==> config.mk <==
export PLATFORM = sky130hd
export DESIGN_NAME = systolic_tile_sched_flat
export DESIGN_NICKNAME = d
export VERILOG_FILES = /design/src/rtl/systolic_tile_sched_pkg.sv /design/src/rtl/systolic_tile_sched_if.sv /design/src/rtl/systolic_tile_sched_delay_line.sv /design/src/rtl/systolic_tile_sched.sv /design/src/flat_wrapper.sv
export SDC_FILE = /design/constraint.sdc
export NUM_CORES = 1
export LEC_CHECK = 0
export ABC_CLOCK_PERIOD_IN_PS = 5000
export CORE_UTILIZATION = 52
export DETAILED_ROUTE_END_ITERATION = 8
export HOLD_SLACK_MARGIN = 0.15
export PLACE_DENSITY = 0.83
export RECOVER_POWER = 100
export SLEW_MARGIN = 30
export SYNTH_ARGS = -nofsm -noshare
export SYNTH_HDL_FRONTEND = slang
export SYNTH_SLANG_ARGS = --single-unit
export TNS_END_PERCENT = 1
==> constraint.sdc <==
create_clock -name clk -period 5 [get_ports clk]
set_clock_uncertainty 0.05 [all_clocks]
set_input_delay 0.75 -clock clk [delete_from_list [all_inputs] [get_ports clk]]
set_output_delay 0.75 -clock clk [all_outputs]
set_load 0.01 [all_outputs]
==> src/rtl/systolic_tile_sched_pkg.sv <==
// Shared types and elaboration-time helpers for the systolic tile scheduler.
// Ports: none (package).
package systolic_pkg;

    typedef enum logic [1:0] {
        IDLE   = 2'd0,
        STREAM = 2'd1,
        FLUSH  = 2'd2,
        DRAIN  = 2'd3
    } sched_state_t;

    // $clog2 that never returns 0, so single-valued counters still get a bit.
    function automatic int safe_clog2(input int v);
        return (v <= 1) ? 1 : $clog2(v);
    endfunction

    // Tiles per matrix edge.
    function automatic int calc_t(input int m, input int n);
        return m / n;
    endfunction

    // Operand read-address width.
    function automatic int calc_aw(input int m, input int n);
        return safe_clog2(m * m / n);
    endfunction

    // Tile-index width.
    function automatic int calc_tw(input int m, input int n);
        return safe_clog2(calc_t(m, n) * calc_t(m, n));
    endfunction

endpackage

==> src/rtl/systolic_tile_sched_if.sv <==
// Handshake/bus bundle between the tile scheduler, the host, the operand
// memories and the systolic array.
//   master : scheduler side (drives busy/done, read port, init/zero, tile_done)
//   slave  : host + memory + array side (drives start, valid_last)
interface systolic_tile_sched_if #(
    parameter int AW = 4,
    parameter int TW = 2
);
    logic          start;
    logic          busy;
    logic          done;
    logic          rd_en;
    logic [AW-1:0] rd_addr_A;
    logic [AW-1:0] rd_addr_B;
    logic          zero_ops;
    logic          init_00;
    logic          valid_last;
    logic          tile_done;
    logic [TW-1:0] tile_done_idx;

    modport master (
        input  start, valid_last,
        output busy, done, rd_en, rd_addr_A, rd_addr_B,
               zero_ops, init_00, tile_done, tile_done_idx
    );

    modport slave (
        output start, valid_last,
        input  busy, done, rd_en, rd_addr_A, rd_addr_B,
               zero_ops, init_00, tile_done, tile_done_idx
    );
endinterface

==> src/rtl/systolic_tile_sched_delay_line.sv <==
// DEPTH-stage, 2-bit shift register aligning the {init, zero} markers with
// operand arrival from memory. Async active-low clear drops in-flight markers.
//   clk, rst_n : clock, async active-low clear
//   din        : {init marker, zero marker} launched this cycle
//   dout       : same markers, DEPTH cycles later
module sched_delay_line #(
    parameter int DEPTH = 1
) (
    input  logic       clk,
    input  logic       rst_n,
    input  logic [1:0] din,
    output logic [1:0] dout
);
    logic [DEPTH-1:0][1:0] pipe_q, pipe_d;

    always_comb begin
        pipe_d    = pipe_q;
        pipe_d[0] = din;
        for (int i = 1; i < DEPTH; i++) pipe_d[i] = pipe_q[i-1];
    end

    always_ff @(posedge clk or negedge rst_n) begin
        if (!rst_n) pipe_q <= '0;
        else        pipe_q <= pipe_d;
    end

    assign dout = pipe_q[DEPTH-1];
endmodule

==> src/rtl/systolic_tile_sched.sv <==
// Output-stationary systolic tile scheduler. Walks the (M/N)^2 output tiles
// row-major, streams A/B operand addresses, seeds PE[0][0] with init, flushes
// the final tile and reports each completed tile from the last PE's valid.
//   clk, rst : clock, async active-low reset
//   bus      : master side of systolic_tile_sched_if (start/busy/done,
//              operand read port, init_00/zero_ops, valid_last, tile_done)
module systolic_tile_sched
    import systolic_pkg::*;
#(
    parameter int N      = 3,
    parameter int M      = 6,
    parameter int RD_LAT = 1,
    parameter int AW     = calc_aw(M, N),
    parameter int TW     = calc_tw(M, N)
) (
    input  logic                  clk,
    input  logic                  rst,
    systolic_tile_sched_if.master bus
);
    localparam int T       = calc_t(M, N);
    localparam int KW      = safe_clog2(M);
    localparam int IW      = safe_clog2(T);
    localparam int CW      = safe_clog2(T * T + 2);
    // One extra valid_last: the first init flushes an empty accumulator.
    localparam int RESULTS = T * T + 1;

    sched_state_t  state_q, state_d;
    logic [KW-1:0] k_q, k_d;
    logic [IW-1:0] ti_q, ti_d, tj_q, tj_d;
    logic [CW-1:0] cnt_q, cnt_d;
    logic          done_q, done_d;
    logic          tile_done_q, tile_done_d;
    logic [TW-1:0] idx_q, idx_d;

    logic k_last, tj_last, ti_last, results_in;
    logic rd_en, busy, flush, marker;
    logic [1:0] dly_out;

    assign k_last     = (k_q == KW'(M - 1));
    assign tj_last    = (tj_q == IW'(T - 1));
    assign ti_last    = (ti_q == IW'(T - 1));
    assign results_in = (cnt_q == CW'(RESULTS));

    // ---------------- FSM: state register ----------------
    always_ff @(posedge clk or negedge rst) begin
        if (!rst) state_q <= IDLE;
        else      state_q <= state_d;
    end

    // ---------------- FSM: next state ----------------
    always_comb begin
        state_d = state_q;
        unique case (state_q)
            IDLE:    if (bus.start) state_d = STREAM;
            STREAM:  if (k_last && tj_last && ti_last) state_d = FLUSH;
            FLUSH:   state_d = DRAIN;
            DRAIN:   if (results_in) state_d = IDLE;
            default: state_d = IDLE;
        endcase
    end

    // ---------------- FSM: outputs ----------------
    always_comb begin
        rd_en  = (state_q == STREAM);
        busy   = (state_q != IDLE);
        flush  = (state_q == FLUSH);
        marker = (rd_en && (k_q == '0)) || flush;
        done_d = (state_q == DRAIN) && results_in;
    end

    // ---------------- Counters ----------------
    always_comb begin
        k_d         = k_q;
        ti_d        = ti_q;
        tj_d        = tj_q;
        cnt_d       = cnt_q;
        tile_done_d = 1'b0;
        idx_d       = idx_q;

        if (state_q == IDLE) begin
            if (bus.start) begin
                k_d   = '0;
                ti_d  = '0;
                tj_d  = '0;
                cnt_d = '0;
            end
        end else if (bus.valid_last) begin
            cnt_d = cnt_q + CW'(1);
            // Pulse n reports tile n-1; pulse 0 is the empty first flush.
            if (cnt_q != '0) begin
                tile_done_d = 1'b1;
                idx_d       = TW'(cnt_q - CW'(1));
            end
        end

        if (state_q == STREAM) begin
            if (k_last) begin
                k_d = '0;
                if (tj_last) begin
                    tj_d = '0;
                    ti_d = ti_last ? '0 : ti_q + IW'(1);
                end else begin
                    tj_d = tj_q + IW'(1);
                end
            end else begin
                k_d = k_q + KW'(1);
            end
        end
    end

    always_ff @(posedge clk or negedge rst) begin
        if (!rst) begin
            k_q         <= '0;
            ti_q        <= '0;
            tj_q        <= '0;
            cnt_q       <= '0;
            done_q      <= 1'b0;
            tile_done_q <= 1'b0;
            idx_q       <= '0;
        end else begin
            k_q         <= k_d;
            ti_q        <= ti_d;
            tj_q        <= tj_d;
            cnt_q       <= cnt_d;
            done_q      <= done_d;
            tile_done_q <= tile_done_d;
            idx_q       <= idx_d;
        end
    end

    // Markers ride alongside the operand reads so init/zero land with data.
    sched_delay_line #(.DEPTH(RD_LAT)) u_dly (
        .clk   (clk),
        .rst_n (rst),
        .din   ({marker, flush}),
        .dout  (dly_out)
    );

    assign bus.busy          = busy;
    assign bus.done          = done_q;
    assign bus.rd_en         = rd_en;
    // Full-width products, truncated: max address < M*M/N by construction.
    assign bus.rd_addr_A     = AW'(32'(ti_q) * 32'(M) + 32'(k_q));
    assign bus.rd_addr_B     = AW'(32'(tj_q) * 32'(M) + 32'(k_q));
    assign bus.init_00       = dly_out[1];
    assign bus.zero_ops      = dly_out[0];
    assign bus.tile_done     = tile_done_q;
    assign bus.tile_done_idx = idx_q;
endmodule

==> src/flat_wrapper.sv <==
// flat-port wrapper written by rule: the top's interface ports become plain ports
module systolic_tile_sched_flat import systolic_pkg::*;
#(
    parameter int N      = 3,
    parameter int M      = 6,
    parameter int RD_LAT = 1,
    parameter int AW     = calc_aw(M, N),
    parameter int TW     = calc_tw(M, N)
)
  (clk, rst, bus_start, bus_valid_last, bus_busy, bus_done, bus_rd_en, bus_rd_addr_A, bus_rd_addr_B, bus_zero_ops, bus_init_00, bus_tile_done, bus_tile_done_idx);
  systolic_tile_sched_if #(.AW(AW), .TW(TW)) bus_i ();
  input  logic clk;
  input  logic rst;
  input wire logic [$bits(bus_i.start)-1:0] bus_start;
  input wire logic [$bits(bus_i.valid_last)-1:0] bus_valid_last;
  output wire logic [$bits(bus_i.busy)-1:0] bus_busy;
  output wire logic [$bits(bus_i.done)-1:0] bus_done;
  output wire logic [$bits(bus_i.rd_en)-1:0] bus_rd_en;
  output wire logic [$bits(bus_i.rd_addr_A)-1:0] bus_rd_addr_A;
  output wire logic [$bits(bus_i.rd_addr_B)-1:0] bus_rd_addr_B;
  output wire logic [$bits(bus_i.zero_ops)-1:0] bus_zero_ops;
  output wire logic [$bits(bus_i.init_00)-1:0] bus_init_00;
  output wire logic [$bits(bus_i.tile_done)-1:0] bus_tile_done;
  output wire logic [$bits(bus_i.tile_done_idx)-1:0] bus_tile_done_idx;
  assign bus_i.start = bus_start;
  assign bus_i.valid_last = bus_valid_last;
  assign bus_busy = bus_i.busy;
  assign bus_done = bus_i.done;
  assign bus_rd_en = bus_i.rd_en;
  assign bus_rd_addr_A = bus_i.rd_addr_A;
  assign bus_rd_addr_B = bus_i.rd_addr_B;
  assign bus_zero_ops = bus_i.zero_ops;
  assign bus_init_00 = bus_i.init_00;
  assign bus_tile_done = bus_i.tile_done;
  assign bus_tile_done_idx = bus_i.tile_done_idx;
  systolic_tile_sched #(.N(N), .M(M), .RD_LAT(RD_LAT), .AW(AW), .TW(TW)) u_core (.clk(clk), .rst(rst), .bus(bus_i));
endmodule
==> key figures, run 1 <==
Floorplanning
  • Num ports: 20
  • Core area: 1559 sq um
  • Rows: 14
  • Starting density of the core: 0.5706
  • Die W: 43.36 um
  • Die height: 43.36 um
  • Die Footprint: 1880 sq um

Clocking
  • Worst-Skew Late Latency: 0.28 ns
  • Clock transition at the registers of the reported paths: 0.09 ns
  • # Post-CTS Setup Buffers: 0
  • Bufs on Longest Clock Path: 2
  • Post-cts resize count: 0
  • CTS sink cnt: 16
  • CTS tree: yes
  • H-tree lvl count: 1
  • CTS buffer count: 3
  • CTS Hold Bufs: 0
  • Clock root buffer: clkbuf_4

Power and ir drop
  • Switching power total: 0.0002394 W
  • P_int: 0.0003724 W
  • Sequential fraction of design power: 0.372
  • Combinational Power Share: 0.522
  • Leak Pwr: 0.5662 nW
  • Clock power share: 0.106
  • VDD IR max: 0.0003119 V
  • Switching Share: 0.3913
  • PwrDens: 554.4 nW/um^2

Routing
  • Iter 0 DRT Violations: 11
  • Detail-routed net length per standard cell: 11.52 um
  • Routed Antenna Nets: 0
  • Max layer used: met4
  • Vias: 630
  • Vias per cell: 5.081
  • Met2 wire length: 707 um
  • Routed met1 length: 658 um
  • WL met3: 43 um
  • Detailed Routing Iterations Pass 1: 6
  • Final WL: 1.428 mm
  • DRC violation count after routing: 4

Setup path
  • Sequence of cells on the critical path: ha_1, inv_1, fa_1, inv_1, dlygate4sd3_1
  • Crit path top cell by count: inv_1
  • Worst path bufs/invs: 3
  • CP max-delay cell: dlygate4sd3_1
  • CP max FO: 7
  • Top delay family on crit path: buffers and inverters
  • Crit Path Category: flop to output pin
  • Worst path required time: 4.20 ns
  • Critical Path Start Type: flop
  • Crit path largest cell delay: 0.59 ns
  • CP endpoint kind: output pin
  • Critical path arrival: 2.05 ns

STA
  • Final setup fails: 0
  • Worst Max-Slew Pin Slew: 0.7008 ns
  • Fin crit share: 0.5693
  • RSZ-0062 raised after global routing: no
  • Final hold violation count: 0
  • Final min period: 2.847 ns
  • Fin Setup TNS: 0 ns
  • Achievable Freq: 351.3 MHz
  • Slew headroom: 0.5312
  • Pins Over Slew Limit: 0

Layout
  • Syn-to-layout area delta: 24.05%
  • Fillers: 127
  • Combined flip-flop and latch cell area: 400.4 sq um
  • Ant. Diodes: 0
  • Final core occ: 0.7079
  • Multi-input gate area: 410.4 sq um
  • Final Cell Area: 1104 sq um
  • Nets: 125
  • Share of layout cells above drive strength 1: 0.04630

Synthesis
  • Synth area leaders: dfrtp_1 (45%), ha_1 (13%), inv_1 (6.8%)
  • Post-synth top cells: dfrtp_1 (16), inv_1 (16), nand2_1 (11)
  • Synth top area share: 0.4501
  • Number of enable flip-flop cells after synthesis: 0
  • Yosys warnings: 0
  • Seq cells post-synth: 16
  • Cell taking the most area after synthesis: dfrtp_1
  • Syn Area/Cell: 10.11 sq um
  • Cells after Synth: 88
  • Synthesized area: 889.6 sq um
  • Main flop type after synthesis: dfrtp_1
  • Sequential fraction of the synthesis area: 0.4501
  • Synth unique cells: 26
  • Post-synth ARST share: 1.000
  • Syn nets: 103

Min path
  • HP Class: flop to flop

Global routing
  • First-pass GRT wire length: 2.449 mm
  • Vias in the first global route: 587
  • Largest net degree at the start of global routing: 17
  • Initial antenna violation count: 0
  • GRT Overall Usage: 0.1817
  • Congestion Overflow GR: 0

Place
  • Input/output buffers: 19
  • Cell Area, Placed: 1085 sq um
  • Detailed placement HPWL: 1.152 mm
  • Placer Congestion: 0.8242

Status
  • Status: finished with violations
  • Failing checks: design-rule violations

Job
  • Max_cap viols: 0
flip-flops by register name, summed over array words and instances, names as in the netlist:
register,cells
u_core.bus.tile_done_idx,2
u_core.ti_last,1
u_core.k_q,3
u_core.bus.tile_done,1
u_core.u_dly.dout,2
u_core.state_q,2
u_core.tj_last,1
u_core.cnt_q,3
u_core.bus.done,1
final timing paths:
check | start | end | slack [ns] | cells after the start
max | u_core.k_q[1] | bus_rd_addr_B[2] | 2.15 | 5
min | u_core.bus.tile_done_idx[0] | u_core.bus.tile_done_idx[0] | 0.43 | 2
max reg2reg | u_core.state_q[0] | u_core.state_q[1] | 3.14 | 6
min reg2reg | u_core.bus.tile_done_idx[0] | u_core.bus.tile_done_idx[0] | 0.43 | 2
max in group asynchronous | rst | u_core.k_q[0] | 3.55 | 1
min in group asynchronous | rst | u_core.bus.tile_done | 0.90 | 1
cell usage in the layout (no fill, tap or decap):
cell,Yosys,final
nor2_1,3,3
a22o_1,1,1
mux2_2,1,1
nand2_1,11,11
xnor2_1,1,1
o21ai_0,7,7
nand4_1,1,1
ha_1,9,9
o211ai_1,1,1
dfrtp_1,16,16
nand3_1,3,3
inv_1,16,16
a21oi_1,1,1
a221o_1,1,1
and3_1,1,1
nor2b_1,1,1
nor4b_1,1,1
xor2_1,1,1
dlygate4sd3_1,0,19
mux2i_1,3,3
and2b_1,1,1
and2_1,1,1
fa_1,2,2
o22ai_1,1,1
clkbuf_4,0,3
mux2_1,0,1
or2_2,1,1
per-layer routing:
layer,vias to the layer above,GRT usage
met3,2,0.05000
met5,-,0
met4,0,0.07500
met1,289,0.2231
li1,328,-
met2,11,0.3030
power by group through the flow:
stage | sequential [W] | clock, W | combinational, W
floorplan | 0.000234 | 0 | 0.000212
global placement | 0.000230 | 0 | 0.000341
detailed placement | 0.000232 | 0 | 0.000356
CTS | 0.000229 | 0.0000680 | 0.000357
global route | 0.000238 | 0.0000725 | 0.000352
finish | 0.000227 | 0.0000650 | 0.000320
area by class of cell:
type | instances | share of cell area
sequential | 16 | 0.3628
timing repair buffer | 19 | 0.1723
inverter | 16 | 0.05442
clock buffer | 3 | 0.02041
multi-input combinational | 54 | 0.3719
tap | 16 | 0.01814
metrics by stage:
| step | worst slack [ns] | total power [W] | cells | hold slack (ns) |
|---|---|---|---|---|
| after floorplan | 3.061 | 0.0004462 | 88 | 0.4044 |
| after global placement | 2.551 | 0.0005711 | 121 | 0.4129 |
| after detailed placement | 2.512 | 0.0005880 | 121 | 0.4192 |
| after CTS | 2.195 | 0.0006539 | 124 | 0.4395 |
| after global routing | 2.035 | 0.0006629 | 124 | 0.4634 |
| final | 2.153 | 0.0006118 | 124 | 0.4251 |
cells by family after synthesis:
| group | count (synthesis) | share of synthesized area |
|---|---|---|
| buffers and inverters | 18 | 0.08439 |
| AOI/OAI and AO/OA | 12 | 0.08158 |
| xor gates and xnor gates | 2 | 0.01969 |
| muxes | 5 | 0.06329 |
| and+or+nand+nor | 24 | 0.1294 |
| DFF | 16 | 0.4501 |
| adders and majority gates | 11 | 0.1716 |
worst min-delay path, delay by kind of cell, from the launching register on:
kind / cells / cell delay [ns]
compound gates: 1 / 0.05
flops: 1 / 0.35
simple gates: 1 / 0.04
No activity file was read; power rests on OpenSTA's default activity.
==> inputs of run 2 (changes only) <==
--- a/config.mk
+++ b/config.mk
@@ -5,11 +5,11 @@
 export SDC_FILE = /design/constraint.sdc
 export NUM_CORES = 1
 export LEC_CHECK = 0
-export ABC_CLOCK_PERIOD_IN_PS = 5000
-export CORE_UTILIZATION = 52
+export ABC_CLOCK_PERIOD_IN_PS = 2640
+export CORE_UTILIZATION = 48
 export DETAILED_ROUTE_END_ITERATION = 8
 export HOLD_SLACK_MARGIN = 0.15
-export PLACE_DENSITY = 0.83
+export PLACE_DENSITY = 0.78
 export RECOVER_POWER = 100
 export SLEW_MARGIN = 30
 export SYNTH_ARGS = -nofsm -noshare
==> constraint.sdc (replaced) <==
create_clock -name clk -period 2.64 [get_ports clk]
set_clock_uncertainty 0.05 [all_clocks]
set_input_delay 0.396 -clock clk [delete_from_list [all_inputs] [get_ports clk]]
set_output_delay 0.396 -clock clk [all_outputs]
set_load 0.01 [all_outputs]
==> key figures, run 2 (same netlist as run 1, synthesis figures left out) <==
Routing
  • DRC violation count after routing: 0 (was 4)
  • Max layer used: met4 (unchanged)
  • WL met3: 41 um (was 43 um)
  • Met2 wire length: 682 um (was 707 um)
  • Routed Antenna Nets: 0 (unchanged)
  • Vias: 654 (was 630)
  • Vias per cell: 4.917 (was 5.081)
  • Iter 0 DRT Violations: 5 (was 11)
  • Detailed Routing Iterations Pass 1: 4 (was 6)
  • Final WL: 1.370 mm (was 1.428 mm)
  • Detail-routed net length per standard cell: 10.30 um (was 11.52 um)
  • Routed met1 length: 627 um (was 658 um)

Floorplanning
  • Die Footprint: 2030 sq um (was 1880 sq um)
  • Die W: 45.05 um (was 43.36 um)
  • Rows: 15 (was 14)
  • Starting density of the core: 0.5152 (was 0.5706)
  • Core area: 1727 sq um (was 1559 sq um)
  • Num ports: 20 (unchanged)
  • Die height: 45.05 um (was 43.36 um)

Power and ir drop
  • Switching Share: 0.3858 (was 0.3913)
  • PwrDens: 1035 nW/um^2 (was 554.4 nW/um^2)
  • Clock power share: 0.104 (was 0.106)
  • Sequential fraction of design power: 0.376 (was 0.372)
  • Combinational Power Share: 0.520 (was 0.522)
  • Switching power total: 0.0004453 W (was 0.0002394 W)
  • Leak Pwr: 0.5600 nW (was 0.5662 nW)
  • VDD IR max: 0.0005348 V (was 0.0003119 V)
  • Total Power: 0.001154 W (was 0.0006118 W)
  • P_int: 0.0007090 W (was 0.0003724 W)

Place
  • Placer Congestion: 0.7593 (was 0.8242)
  • Detailed placement HPWL: 1.117 mm (was 1.152 mm)
  • Placed insts: 130 (was 121)
  • Input/output buffers: 19 (unchanged)
  • Cell Area, Placed: 1096 sq um (was 1085 sq um)

Layout
  • Ant. Diodes: 0 (unchanged)
  • Non-Filler Instances: 133 (was 124)
  • Top Registers: u_core.cnt_q: 3 flops, u_core.k_q: 3 flops (unchanged)
  • Syn-to-layout area delta: 25.32% (was 24.05%)
  • Final Cell Area: 1115 sq um (was 1104 sq um)
  • Nets: 125 (unchanged)
  • Share of layout cells above drive strength 1: 0.04630 (unchanged)
  • Most frequent cells in the layout: inv_1 (16), dfrtp_1 (16), dlygate4sd3_1 (15), nand2_1 (11), ha_1 (9) (was dlygate4sd3_1 (19), inv_1 (16), dfrtp_1 (16), nand2_1 (11), ha_1 (9))

Global routing
  • GRT Overall Usage: 0.1574 (was 0.1817)
  • Congestion Overflow GR: 0 (unchanged)
  • First-pass GRT wire length: 2.283 mm (was 2.449 mm)
  • Vias in the first global route: 571 (was 587)
  • Largest net degree at the start of global routing: 17 (unchanged)
  • Initial antenna violation count: 0 (unchanged)

Clocking
  • Worst-Skew Late Latency: 0.27 ns (was 0.28 ns)
  • CTS buffer count: 3 (unchanged)
  • CTS Hold Bufs: 0 (unchanged)
  • CTS tree: yes (unchanged)
  • CTS sink cnt: 16 (unchanged)
  • Bufs on Longest Clock Path: 2 (unchanged)
  • Clock transition at the registers of the reported paths: 0.08 ns (was 0.09 ns)
  • # Post-CTS Setup Buffers: 0 (unchanged)
  • Clock root buffer: clkbuf_4 (unchanged)
  • H-tree lvl count: 1 (unchanged)
  • Post-cts resize count: 0 (unchanged)

STA
  • Fin crit share: 0.9201
  • Fin Setup TNS: 0 ns (unchanged)
  • Final min period: 2.429 ns
  • Worst Max-Slew Pin Slew: 0.7089 ns (was 0.7008 ns)
  • RSZ-0062 raised after global routing: no (unchanged)
  • Pins Over Slew Limit: 0 (unchanged)
  • Slew headroom: 0.5258 (was 0.5312)
  • Final hold violation count: 0 (unchanged)
  • Final setup fails: 0 (unchanged)
  • Achievable Freq: 411.7 MHz

Job
  • Max_cap viols: 0 (unchanged)

Setup path
  • Critical Path Start Type: flop (unchanged)
  • Crit Path Category: flop to output pin (unchanged)
  • Critical path arrival: 1.98 ns (was 2.05 ns)
  • CP endpoint kind: output pin (unchanged)
  • Worst setup startpoint: u_core.k_q[1] (unchanged)
  • Worst path required time: 2.19 ns (was 4.20 ns)
  • Worst r2r src: u_core.state_q[0] (unchanged)
  • CP max FO: 7 (unchanged)

Status
  • Status: completed (was finished with violations)

Min path
  • Worst Hold Launch: u_core.bus.tile_done_idx[0] (unchanged)
  • HP Class: flop to flop (unchanged)
run 2: routing by layer:
layer | vias up | global-route usage
li1 | 327 | -
met1 | 310 | 0.1938
met3 | 2 | 0.03600
met4 | 0 | 0.07273
met5 | - | 0
met2 | 15 | 0.2609
run 2: final cells by class:
class	count	area, sq um
Timing Repair Buffer	19	190.2
Clock buffer	3	22.52
Inverter	16	60.06
Sequential cell	16	400.4
Fill cell	150	611.8
Multi-Input combinational cell	54	410.4
Tap cell	25	31.28
run 2: worst max-delay path, cell delays in order, from the launching register on:
cell,delay [ns]
dfrtp_1,0.45
ha_1,0.21
inv_1,0.06
fa_1,0.40
inv_1,0.07
clkdlybuf4s50_1,0.53
run 2: path summary, 6_finish.rpt:
path / cells past startpoint / slack (ns) / end
setup reg to reg: 6 / 0.78 / u_core.state_q[1]
min in group asynchronous: 1 / 0.56 / u_core.cnt_q[1]
max in group asynchronous: 1 / 1.54 / u_core.k_q[2]
setup / recovery: 5 / 0.21 / bus_rd_addr_B[2]
hold reg to reg: 2 / 0.43 / u_core.bus.tile_done_idx[0]
hold / removal: 2 / 0.43 / u_core.bus.tile_done_idx[0]
run 2: power groups by stage:
stage          Clock, W  Sequential (W)  Combinational (W)
2_1_floorplan         0        0.000443           0.000402
3_3_place_gp          0        0.000438           0.000646
3_5_place_dp          0        0.000444           0.000664
4_1_cts        0.000126        0.000439           0.000666
5_1_grt        0.000135        0.000451           0.000677
6_report       0.000120        0.000434           0.000600
run 2: metrics by stage:
stage | worst slack, ns | util | hold WS, ns
floorplan | 0.9707 | - | 0.05041
global placement | 0.5210 | 0.6348 | 0.4131
detailed placement | 0.5091 | 0.6348 | 0.4317
CTS | 0.1959 | 0.6478 | 0.4513
global route | 0.09543 | 0.6457 | 0.4702
finish | 0.2109 | 0.6457 | 0.4326
==> inputs of run 3 (changes only) <==
--- a/config.mk
+++ b/config.mk
@@ -6,6 +6,7 @@
 export NUM_CORES = 1
 export LEC_CHECK = 0
 export ABC_CLOCK_PERIOD_IN_PS = 2640
+export CORE_MARGIN = 4
 export CORE_UTILIZATION = 48
 export DETAILED_ROUTE_END_ITERATION = 8
 export HOLD_SLACK_MARGIN = 0.15
==> constraint.sdc (replaced) <==
create_clock -name clk -period 2.64 [get_ports clk]
set_clock_uncertainty 0.05 [all_clocks]
set_input_delay 0.396 -clock clk [delete_from_list [all_inputs] [get_ports clk]]
set_output_delay 0.396 -clock clk [all_outputs]
set_load 0.05 [all_outputs]
==> key figures, run 3 (same netlist as run 1, synthesis figures left out) <==
Floorplanning
  • Core area: 1745 sq um (was 1727 sq um)
  • Die height: 51.05 um (was 45.05 um)
  • Num ports: 20 (unchanged)
  • Rows: 15 (unchanged)
  • Die Footprint: 2606 sq um (was 2030 sq um)
  • Die W: 51.05 um (was 45.05 um)
  • Starting density of the core: 0.5097 (was 0.5152)

Layout
  • Combined flip-flop and latch cell area: 400.4 sq um (unchanged)
  • Ant. Diodes: 0 (unchanged)
  • Syn-to-layout area delta: 24.05% (was 25.32%)
  • Fillers: 152 (was 150)
  • Most frequent cells in the layout: inv_1 (16), dfrtp_1 (16), dlygate4sd3_1 (12), nand2_1 (11), ha_1 (9) (was inv_1 (16), dfrtp_1 (16), dlygate4sd3_1 (15), nand2_1 (11), ha_1 (9))
  • Top Registers: u_core.cnt_q: 3 flops, u_core.k_q: 3 flops (unchanged)
  • Share of layout cells above drive strength 1: 0.04587 (was 0.04630)
  • Multi-input gate area: 410.4 sq um (unchanged)
  • Nets: 125 (unchanged)

Global routing
  • Initial antenna violation count: 0 (unchanged)
  • GRT Overall Usage: 0.1345 (was 0.1574)
  • Vias in the first global route: 640 (was 571)
  • Largest net degree at the start of global routing: 17 (unchanged)
  • First-pass GRT wire length: 2.628 mm (was 2.283 mm)
  • Congestion Overflow GR: 0 (unchanged)

Routing
  • Vias: 641 (was 654)
  • DRC violation count after routing: 0 (unchanged)
  • Detailed Routing Iterations Pass 1: 3 (was 4)
  • Iter 0 DRT Violations: 1 (was 5)
  • Routed Antenna Nets: 0 (unchanged)
  • Detail-routed net length per standard cell: 11.07 um (was 10.30 um)
  • Final WL: 1.483 mm (was 1.370 mm)
  • Vias per cell: 4.784 (was 4.917)

Place
  • Detailed placement HPWL: 1.191 mm (was 1.117 mm)
  • Placer Congestion: 0.7647 (was 0.7593)
  • Input/output buffers: 19 (unchanged)

Clocking
  • CTS buffer count: 3 (unchanged)
  • CTS tree: yes (unchanged)
  • Clock root buffer: clkbuf_4 (unchanged)
  • Clock transition at the registers of the reported paths: 0.09 ns (was 0.08 ns)
  • Worst-Skew Late Latency: 0.28 ns (was 0.27 ns)
  • Bufs on Longest Clock Path: 2 (unchanged)
  • CTS sink cnt: 16 (unchanged)
  • # Post-CTS Setup Buffers: 0 (unchanged)
  • H-tree lvl count: 1 (unchanged)

STA
  • Achievable Freq: 408.0 MHz (was 411.7 MHz)
  • Fin Setup TNS: 0 ns (unchanged)
  • Pins Over Slew Limit: 0 (unchanged)
  • RSZ-0062 raised after global routing: no (unchanged)
  • Slew headroom: 0.5276 (was 0.5258)
  • Final hold violation count: 0 (unchanged)
  • Worst Max-Slew Pin Slew: 0.7063 ns (was 0.7089 ns)
  • Final min period: 2.451 ns (was 2.429 ns)
  • Final setup fails: 0 (unchanged)
  • Fin crit share: 0.9284 (was 0.9201)

Job
  • Max_cap viols: 0 (unchanged)

Setup path
  • Worst r2r src: u_core.state_q[1] (was u_core.state_q[0])
  • Reg2Reg Depth: 6 (unchanged)
  • CP max FO: 8 (was 7)
  • RR Endpoint: u_core.state_q[1] (unchanged)
  • Crit Path Category: flop to output pin (unchanged)
  • CP endpoint kind: output pin (unchanged)
  • Slack of the worst reg-to-reg path: 0.77 ns (was 0.78 ns)
  • Critical path arrival: 2.00 ns (was 1.98 ns)
  • Critical Path Start Type: flop (unchanged)
  • Worst setup startpoint: u_core.state_q[1] (was u_core.k_q[1])
  • Worst path required time: 2.19 ns (about the same)
  • Crit path capture: bus_rd_en (was bus_rd_addr_B[2])

Status
  • Status: completed (unchanged)

Min path
  • HP Class: flop to flop (unchanged)
## run 3: final cells by class
class,count,area share
Clock buffer,4,0.03288
Sequential cell,16,0.3628
Tap cell,25,0.02834
Timing Repair Buffer,19,0.1497
Multi-Input combinational cell,54,0.3719
Inverter,16,0.05442
## run 3: how the worst min path moves through the flow
stage,start,to,slack (ns),cells after the start
6_report,u_core.bus.tile_done_idx[1],u_core.bus.tile_done_idx[1],0.43,2
4_1_cts,u_core.bus.tile_done_idx[1],u_core.bus.tile_done_idx[1],0.45,2
3_5_place_dp,u_core.bus.tile_done_idx[1],u_core.bus.tile_done_idx[1],0.42,2
2_1_floorplan,rst,u_core.bus.done,0.05,0
5_1_grt,u_core.bus.tile_done_idx[0],u_core.bus.tile_done_idx[0],0.49,2
3_3_place_gp,u_core.bus.tile_done_idx[1],u_core.bus.tile_done_idx[1],0.41,2
## run 3: stage by stage
stage / instance area, sq um / cells / util / worst slack [ns] / hold slack [ns]
after floorplan: 889.6 / 88 / - / 0.6761 / 0.05041
after global placement: 1091 / 130 / 0.6251 / 0.3879 / 0.4123
after detailed placement: 1091 / 130 / 0.6251 / 0.3467 / 0.4236
after CTS: 1127 / 134 / 0.6459 / 0.02905 / 0.4452
after global routing: 1104 / 134 / 0.6323 / 0.1013 / 0.4946
final: 1104 / 134 / 0.6323 / 0.1891 / 0.4336
## run 3: timing repair
| action | in CTS | in global routing |
|---|---|---|
| hold buffers | 0 | 0 |
| resized for setup | 0 | 2 |
| endpoints found under the setup margin | 0 | 2 |
| hold endpoints to repair | 0 | 0 |
## run 3: critical path, cell delays in order, from the launching register on
cell           delay, ns
dfrtp_1             0.42
inv_1               0.10
ha_1                0.29
dlygate4sd3_1       0.92
## run 3: metal layers
metal,share of wire,vias to the layer above,track usage
met5,0,-,0
met4,0.016,0,0.05381
met3,0.039,2,0.03790
met2,0.52,10,0.2361
met1,0.43,303,0.1521
li1,-,326,-
Power of run 3 is left out: the tool's default activity adds up to more than one toggle a clock period on the data nets, which glitch-free logic cannot reach.
